[config.mk]
export PLATFORM = sky130hd
export DESIGN_NAME = pipeline_ctrl
export DESIGN_NICKNAME = d
export VERILOG_FILES = /design/src/rtl/pipeline_ctrl.sv
export SDC_FILE = /design/constraint.sdc
export NUM_CORES = 1
export LEC_CHECK = 0
export CORE_ASPECT_RATIO = 0.9
export CORE_MARGIN = 2
export CORE_UTILIZATION = 46
export CTS_CLUSTER_SIZE = 30
export DETAILED_ROUTE_END_ITERATION = 8
export DONT_BUFFER_PORTS = 1
export SLEW_MARGIN = 20
export SYNTH_ARGS = -nofsm -noshare
export SYNTH_HDL_FRONTEND = slang
export SYNTH_SLANG_ARGS = --single-unit
[constraint.sdc]
create_clock -name clk -period 3.9 [get_ports clk]
set_input_delay 0.975 -clock clk [delete_from_list [all_inputs] [get_ports clk]]
set_output_delay 0.975 -clock clk [all_outputs]
set_load 0.01 [all_outputs]
[src/rtl/pipeline_ctrl.sv]
// Stall/flush controller for the 5-stage RV32I pipeline: stall merge, mispredict flush sequencing,
// stall watchdog. Optional performance counters when PIPE_PERF_CNT_EN is defined.
module pipeline_ctrl #(
  parameter int unsigned ADDR_W = 32,
  parameter int unsigned WDOG_W = 16
) (
  input  logic              clk,
  input  logic              rst,
  input  logic              stallreq_if,
  input  logic              stallreq_id,
  input  logic              stallreq_ex,
  input  logic              stallreq_mem,
  input  logic              jmp_wrong_i,
  input  logic [ADDR_W-1:0] jmp_target_i,
  output logic [5:0]        stall_o,
  output logic              flush_o,
  output logic              redirect_o,
  output logic [ADDR_W-1:0] target_o,
  output logic              hang_o
`ifdef PIPE_PERF_CNT_EN
  ,
  output logic [31:0]       perf_cycles_o,
  output logic [31:0]       perf_stall_o,
  output logic [31:0]       perf_flush_o
`endif
);

  typedef enum logic [1:0] {StRun, StPend, StSquash} state_e;

  state_e              state_q, state_d, cur_state;
  logic [ADDR_W-1:0]   pend_q, pend_d;
  logic [WDOG_W-1:0]   wdog_q, wdog_d;
  logic                hang_q, hang_d;
  logic                squash, req_if, req_id, ex_frozen;

  // Registers read as their reset values during the synchronous reset cycle.
  assign cur_state = rst ? StRun : state_q;
  assign squash    = (cur_state == StSquash);
  // IF/ID hold wrong-path instructions during the squash cycle.
  assign req_if    = stallreq_if & ~squash;
  assign req_id    = stallreq_id & ~squash;

  always_comb begin
    stall_o = 6'b000000;
    if (stallreq_mem)     stall_o = 6'b011111;
    else if (stallreq_ex) stall_o = 6'b001111;
    else if (req_id)      stall_o = 6'b000111;
    else if (req_if)      stall_o = 6'b000011;
  end

  assign ex_frozen = stall_o[3];

  always_ff @(posedge clk) begin
    if (rst) begin
      state_q <= StRun;
      pend_q  <= '0;
      wdog_q  <= '0;
      hang_q  <= 1'b0;
    end else begin
      state_q <= state_d;
      pend_q  <= pend_d;
      wdog_q  <= wdog_d;
      hang_q  <= hang_d;
    end
  end

  always_comb begin
    state_d = cur_state;
    pend_d  = pend_q;
    case (cur_state)
      StRun: begin
        if (jmp_wrong_i) begin
          if (ex_frozen) begin
            state_d = StPend;
            pend_d  = jmp_target_i;
          end else begin
            state_d = StSquash;
          end
        end
      end
      StPend:   if (!ex_frozen) state_d = StSquash;
      StSquash: state_d = StRun;
      default:  state_d = StRun;
    endcase
  end

  always_comb begin
    flush_o  = 1'b0;
    target_o = rst ? '0 : pend_q;
    if (!rst) begin
      case (cur_state)
        StRun: begin
          if (jmp_wrong_i && !ex_frozen) begin
            flush_o  = 1'b1;
            target_o = jmp_target_i;
          end
        end
        StPend:  flush_o = !ex_frozen;
        default: flush_o = 1'b0;
      endcase
    end
  end

  assign redirect_o = flush_o;

  // Watchdog saturates at all-ones; hang is sticky until reset.
  always_comb begin
    wdog_d = wdog_q;
    if (stall_o == 6'b000000) wdog_d = '0;
    else if (wdog_q != {WDOG_W{1'b1}}) wdog_d = wdog_q + WDOG_W'(1);
    hang_d = hang_q | (wdog_d == {WDOG_W{1'b1}});
  end

  assign hang_o = hang_q & ~rst;

`ifdef PIPE_PERF_CNT_EN
  logic [31:0] cyc_q, stl_q, fls_q;

  always_ff @(posedge clk) begin
    if (rst) begin
      cyc_q <= '0;
      stl_q <= '0;
      fls_q <= '0;
    end else begin
      cyc_q <= cyc_q + 32'd1;
      stl_q <= stl_q + 32'(stall_o[0]);
      fls_q <= fls_q + 32'(flush_o);
    end
  end

  assign perf_cycles_o = cyc_q;
  assign perf_stall_o  = stl_q;
  assign perf_flush_o  = fls_q;
`endif

endmodule

-- Word-level counts from Yosys, hierarchy flattened
Index checks and enable logic that the tools add are counted.
- $lt $le $gt $ge: 0
- shift operators: 0
- reduce and logical (&&, ||, !) cells: 5
- equal/unequal tests: 4
- muxes and demuxes: 18
- div/mod/pow operators: 0
- $mul: 0
- add/subtract/negate cells: 1
- bitwise logic cells: 6
- operator list (operator ; count):
    two-way mux 32 bit ; 4
    two-way mux 16 bit ; 2
    adder 16 x 1 -> 16 bit, second input constant ; 1
    == test 16 bit, second input constant ; 1
    inequality test 16 bit, second input constant ; 1
    two-way mux 2 bit ; 5
    logical NOT 6 bit ; 1
    two-way mux 5 bit ; 1
    two-way mux 4 bit ; 1
    one-hot mux 2 bit (2 select lines) ; 1
    bitwise AND 1 bit ; 3
    two-way mux 3 bit ; 1
    AND reduction 3 bit ; 1
    == test 2 x 1 -> 1 bit, second input constant ; 1
    == test 2 bit, second input constant ; 1
    logical NOT 2 bit ; 1
    two-way mux 1 bit ; 2
    NOT 1 bit ; 2
    one-hot mux 1 bit (2 select lines) ; 1
    logical AND 1 bit ; 1
    logical NOT 1 bit ; 1
    bitwise OR 1 bit ; 1
- memories kept: 0
- register bits: 51
- memory bits (writable): 0
- input port bits: 39
- memory bits (read-only): 0
- output and inout bits: 41
- bits in latches: 0

-- Depth between registers and ports, before layout
- depth in word-level cells: 13
- depth in mapped cells: 8
- mapped depth without buffers: 7

-- Worst setup path after synthesis
OpenSTA, ideal clock, no wires.
- path type: input -> output
- start point: in rst
- end point: out target_o[10]
- data arrival time: 2237 ps
- path slack: 688 ps
- data required time: 2925 ps
- cell stages on the path: 7
- cell sequence: buf_6 -> o21ai_0 -> or2_2 -> clkbuf_1 -> clkbuf_1 -> nand2_1 -> a21oi_1
- cells in the longest elaborated chain, start to end: 4
- RTL lines (item ; line ; text):
    from (decl) ; 8 ; input logic rst,
    two-way mux 32 bit or two-way mux 2 bit (tied branches) ; 89, 37 ;
    two-way mux 32 bit or logical NOT 2 bit (tied branches) ; 93, 91 ;
    two-way mux 32 bit ; 91 ; case (cur_state)
    two-way mux 32 bit * ; 90 ; if (!rst) begin
    to (decl) ; 18 ; output logic [ADDR_W-1:0] target_o,
Every way passes the cells marked *; elsewhere a longest branch is shown, timed or not.

-- Final worst setup path
- start point: in rst
- end point: out target_o[11]
Same word-level chain as after synthesis.

==> qor.csv <==
metric,value,unit
yosysSeqAreaShare,39.17,%
cp_slowest_cell,o21ai_0,
worstSetupPathType,input port to output port,
p_clk_share,31.8,%
finClkSkew,0.01034,ns
synth-compound-area-share,16.47,%
cts_tree,done,
path_max_fanout,71,
placed_cells,424,
synth-main-ff-cell,dfxtp_1,
ys_ff_latch,51,
cts_resized,0,
p_per_area,362.0,nW/µm²
whs,0.4524,ns
status,finished clean,
initial_core_util,48.73,%
power,0.9747,mW
top_layer,met4,
crit_family,compound AO/OA/AOI/OAI gates,
ys_types,40,
top_level_ports,80,
cp-end-kind,output port,
worstSetupStartpointType,input port,
fmax,299.6,MHz
place_ws,0.5922,ns
via_per_inst,5.428,
drtIter0Drc,158,
syn_area,2606,µm²
wire_per_inst,13.44,µm
crit_chain,"o21ai_0, or2_2, buf_12, nand2_1, a21oi_1",
clk_pin_slew,0.08,ns
hold_class,flop to flop,
die_w,83.34,µm
place.gp.congestion,0.7754,
synthMuxAreaShare,0.7681,%
yosys-top-cells-area,"dfxtp_1 39%, nand2_1 20%, a21oi_1 13%",
cts_buffers,5,
rsz0062_at_grt,false,
fin_nets,404,
setup_viol,0,
switching_power,0.2656,mW
synthCells,382,
syn_nets,422,
finalHoldViolations,0,
met1Wirelength,2747,µm
gr-total-overflow,0,
slew-limit-headroom,48.06,%
cp.arrival,2.36,ns
fin_crit_sh,85.59,%
switching_share,27.25,%
min_period,3.338,ns
antenna_found_initial,0,
drt_wl_total,5805,µm
io_buffers,0,
synth_edf_count,0,
synth_top_family_by_area,simple AND/OR/NAND/NOR gates,
ctsHoldBuffers,0,
num_antenna_cells,0,
async_flop_share,0,%
max_stage_delay,0.41,ns
row_count,25,
worst-path-buf-inv,1,
synth-xor-area-share,3.024,%
drive_gt1_share,6.849,%
drc,0,
p_leak,0.9232,nW
synth_simple_gate_area_share,33.51,%
finish.instance_area,2693,µm²
worst_slack,0.5618,ns
layoutNonFillerInstCount,432,
cts_max_path_buffers,2,
dr_total_vias,2345,
p_comb_share,10.8,%
peakVddDrop,0.1912,mV
final_core_util,50.34,%
grt_pass1_wl,9604,µm
cts-root-buf,clkbuf_8,
areaGrowthSynthToFinish,3.312,%
cts_max_level,2,
drt-pass1-iter-count,4,
dp_hpwl,3944,µm
cap_violations,0,
clock_sinks,51,
worst_pin_slew,0.7710,ns
synthAdderAreaFrac,0.4801,%
die_h,75.41,µm
coreArea,5349,µm²
post-cts-setup-buffer-count,0,
wl_met2,2638,µm
grt_max_degree,72,
synth_top_area_cell,dfxtp_1,
dr_wl_met3,360,µm
p_int,0.7091,mW
die_area,6285,µm²
synth.avg_cell_area,6.823,µm²
grt_pass1_vias,2079,
worstPathRequired,2.92,ns
seqPwrFrac,57.4,%
worstSkewPairLatency,0.31,ns
tns,0,ns
drv_slew,0,
dpl_cell_area,2604,µm²
synth_top_area_share,39.17,%
postRouteAntennaNets,0,
grtUsageTotal,18.91,%
yosys_warnings,0,
routing by layer:
layer,vias up,GRT usage (%)
met5,-,0
met4,0,6.011
met3,5,5.200
met2,56,31.36
met1,1063,24.48
li1,1221,-
power by group through the flow:
| stage | Combinational (mW) | Sequential, mW | Clock [mW] |
|---|---|---|---|
| 6_report | 0.106 | 0.559 | 0.310 |
| 2_1_floorplan | 0.101 | 0.566 | 0 |
| 3_5_place_dp | 0.108 | 0.571 | 0 |
| 5_1_grt | 0.123 | 0.563 | 0.340 |
| 3_3_place_gp | 0.106 | 0.571 | 0 |
| 4_1_cts | 0.108 | 0.559 | 0.322 |
path summary, 6_finish.rpt:
| check | slack, ns | from | cells after the start | end |
|---|---|---|---|---|
| setup / recovery | 0.56 | rst | 5 | target_o[11] |
| hold / removal | 0.45 | pend_q[30]$_SDFFE_PP0P_ | 2 | pend_q[30]$_SDFFE_PP0P_ |
| setup reg to reg | 1.17 | wdog_q[0]$_SDFF_PP0_ | 7 | hang_q$_SDFF_PP0_ |
| hold reg to reg | 0.45 | pend_q[30]$_SDFFE_PP0P_ | 2 | pend_q[30]$_SDFFE_PP0P_ |
sequential cells by signal, summed over array words and instances, names as in the netlist:
signal	cells
pend_q	32
hang_q	1
state_q	2
wdog_q	16
worst register-to-register path: stages, from the launching register on:
cell     delay, ns
dfxtp_1       0.49
ha_1          0.29
and3_1        0.40
nand4_2       0.32
nand2_1       0.16
xor2_1        0.08
or4_1         0.58
o41ai_2       0.33
cells in the mapped netlist, types with 2 or more instances:
cell	number
nand2_1	140
a21oi_1	68
dfxtp_1	51
nor2_1	23
clkbuf_1	21
nand3_1	8
o21ai_0	8
buf_4	5
xor2_1	5
nand4_1	4
nor3_1	4
nor4_1	4
xnor2_1	4
inv_1	3
nand2b_1	3
and3_1	2
and4_1	2
and4_2	2
buf_1	2
buf_6	2
mux2i_1	2
placed cells by master (no fill, tap or decap), drive strengths merged:
cell / synthesis / routed
clkinvlp: 0 / 1
a31oi: 1 / 1
o2bb2ai: 1 / 1
and4: 5 / 5
nor2: 23 / 23
or4: 1 / 1
and2: 1 / 1
nand4: 5 / 5
o41ai: 1 / 1
xnor2: 4 / 4
or2: 1 / 1
nor4: 4 / 4
a21oi: 68 / 68
a311oi: 1 / 1
nand3b: 1 / 1
and3: 3 / 3
buf: 10 / 7
dfxtp: 51 / 51
a31o: 1 / 1
xor2: 5 / 5
clkbuf: 22 / 6
mux2i: 2 / 2
nand2: 140 / 140
nand3: 8 / 8
or2b: 1 / 1
inv: 3 / 4
nand2b: 3 / 3
nor2b: 1 / 1
o21ai: 8 / 8
conb: 1 / 1
nor3: 4 / 4
nor3b: 1 / 1
ha: 1 / 1
kinds of logic after synthesis:
logic type	after synthesis
XOR/XNOR	9
flip-flops	51
other	1
AO/OA/AOI/OAI	81
multiplexers	2
buffers and inverters	35
adder cells (fa/ha/maj)	1
AND/OR/NAND/NOR	202
final cells by class:
class	instances	area, µm²
Multi-Input combinational cell	296	1423
Sequential cell	51	1021
Timing Repair Buffer	7	65.06
Clock inverter	2	16.27
Fill cell	564	2656
Clock buffer	6	72.57
Inverter	3	11.26
Tap cell	67	83.83
(Power assumes the default switching activity.)
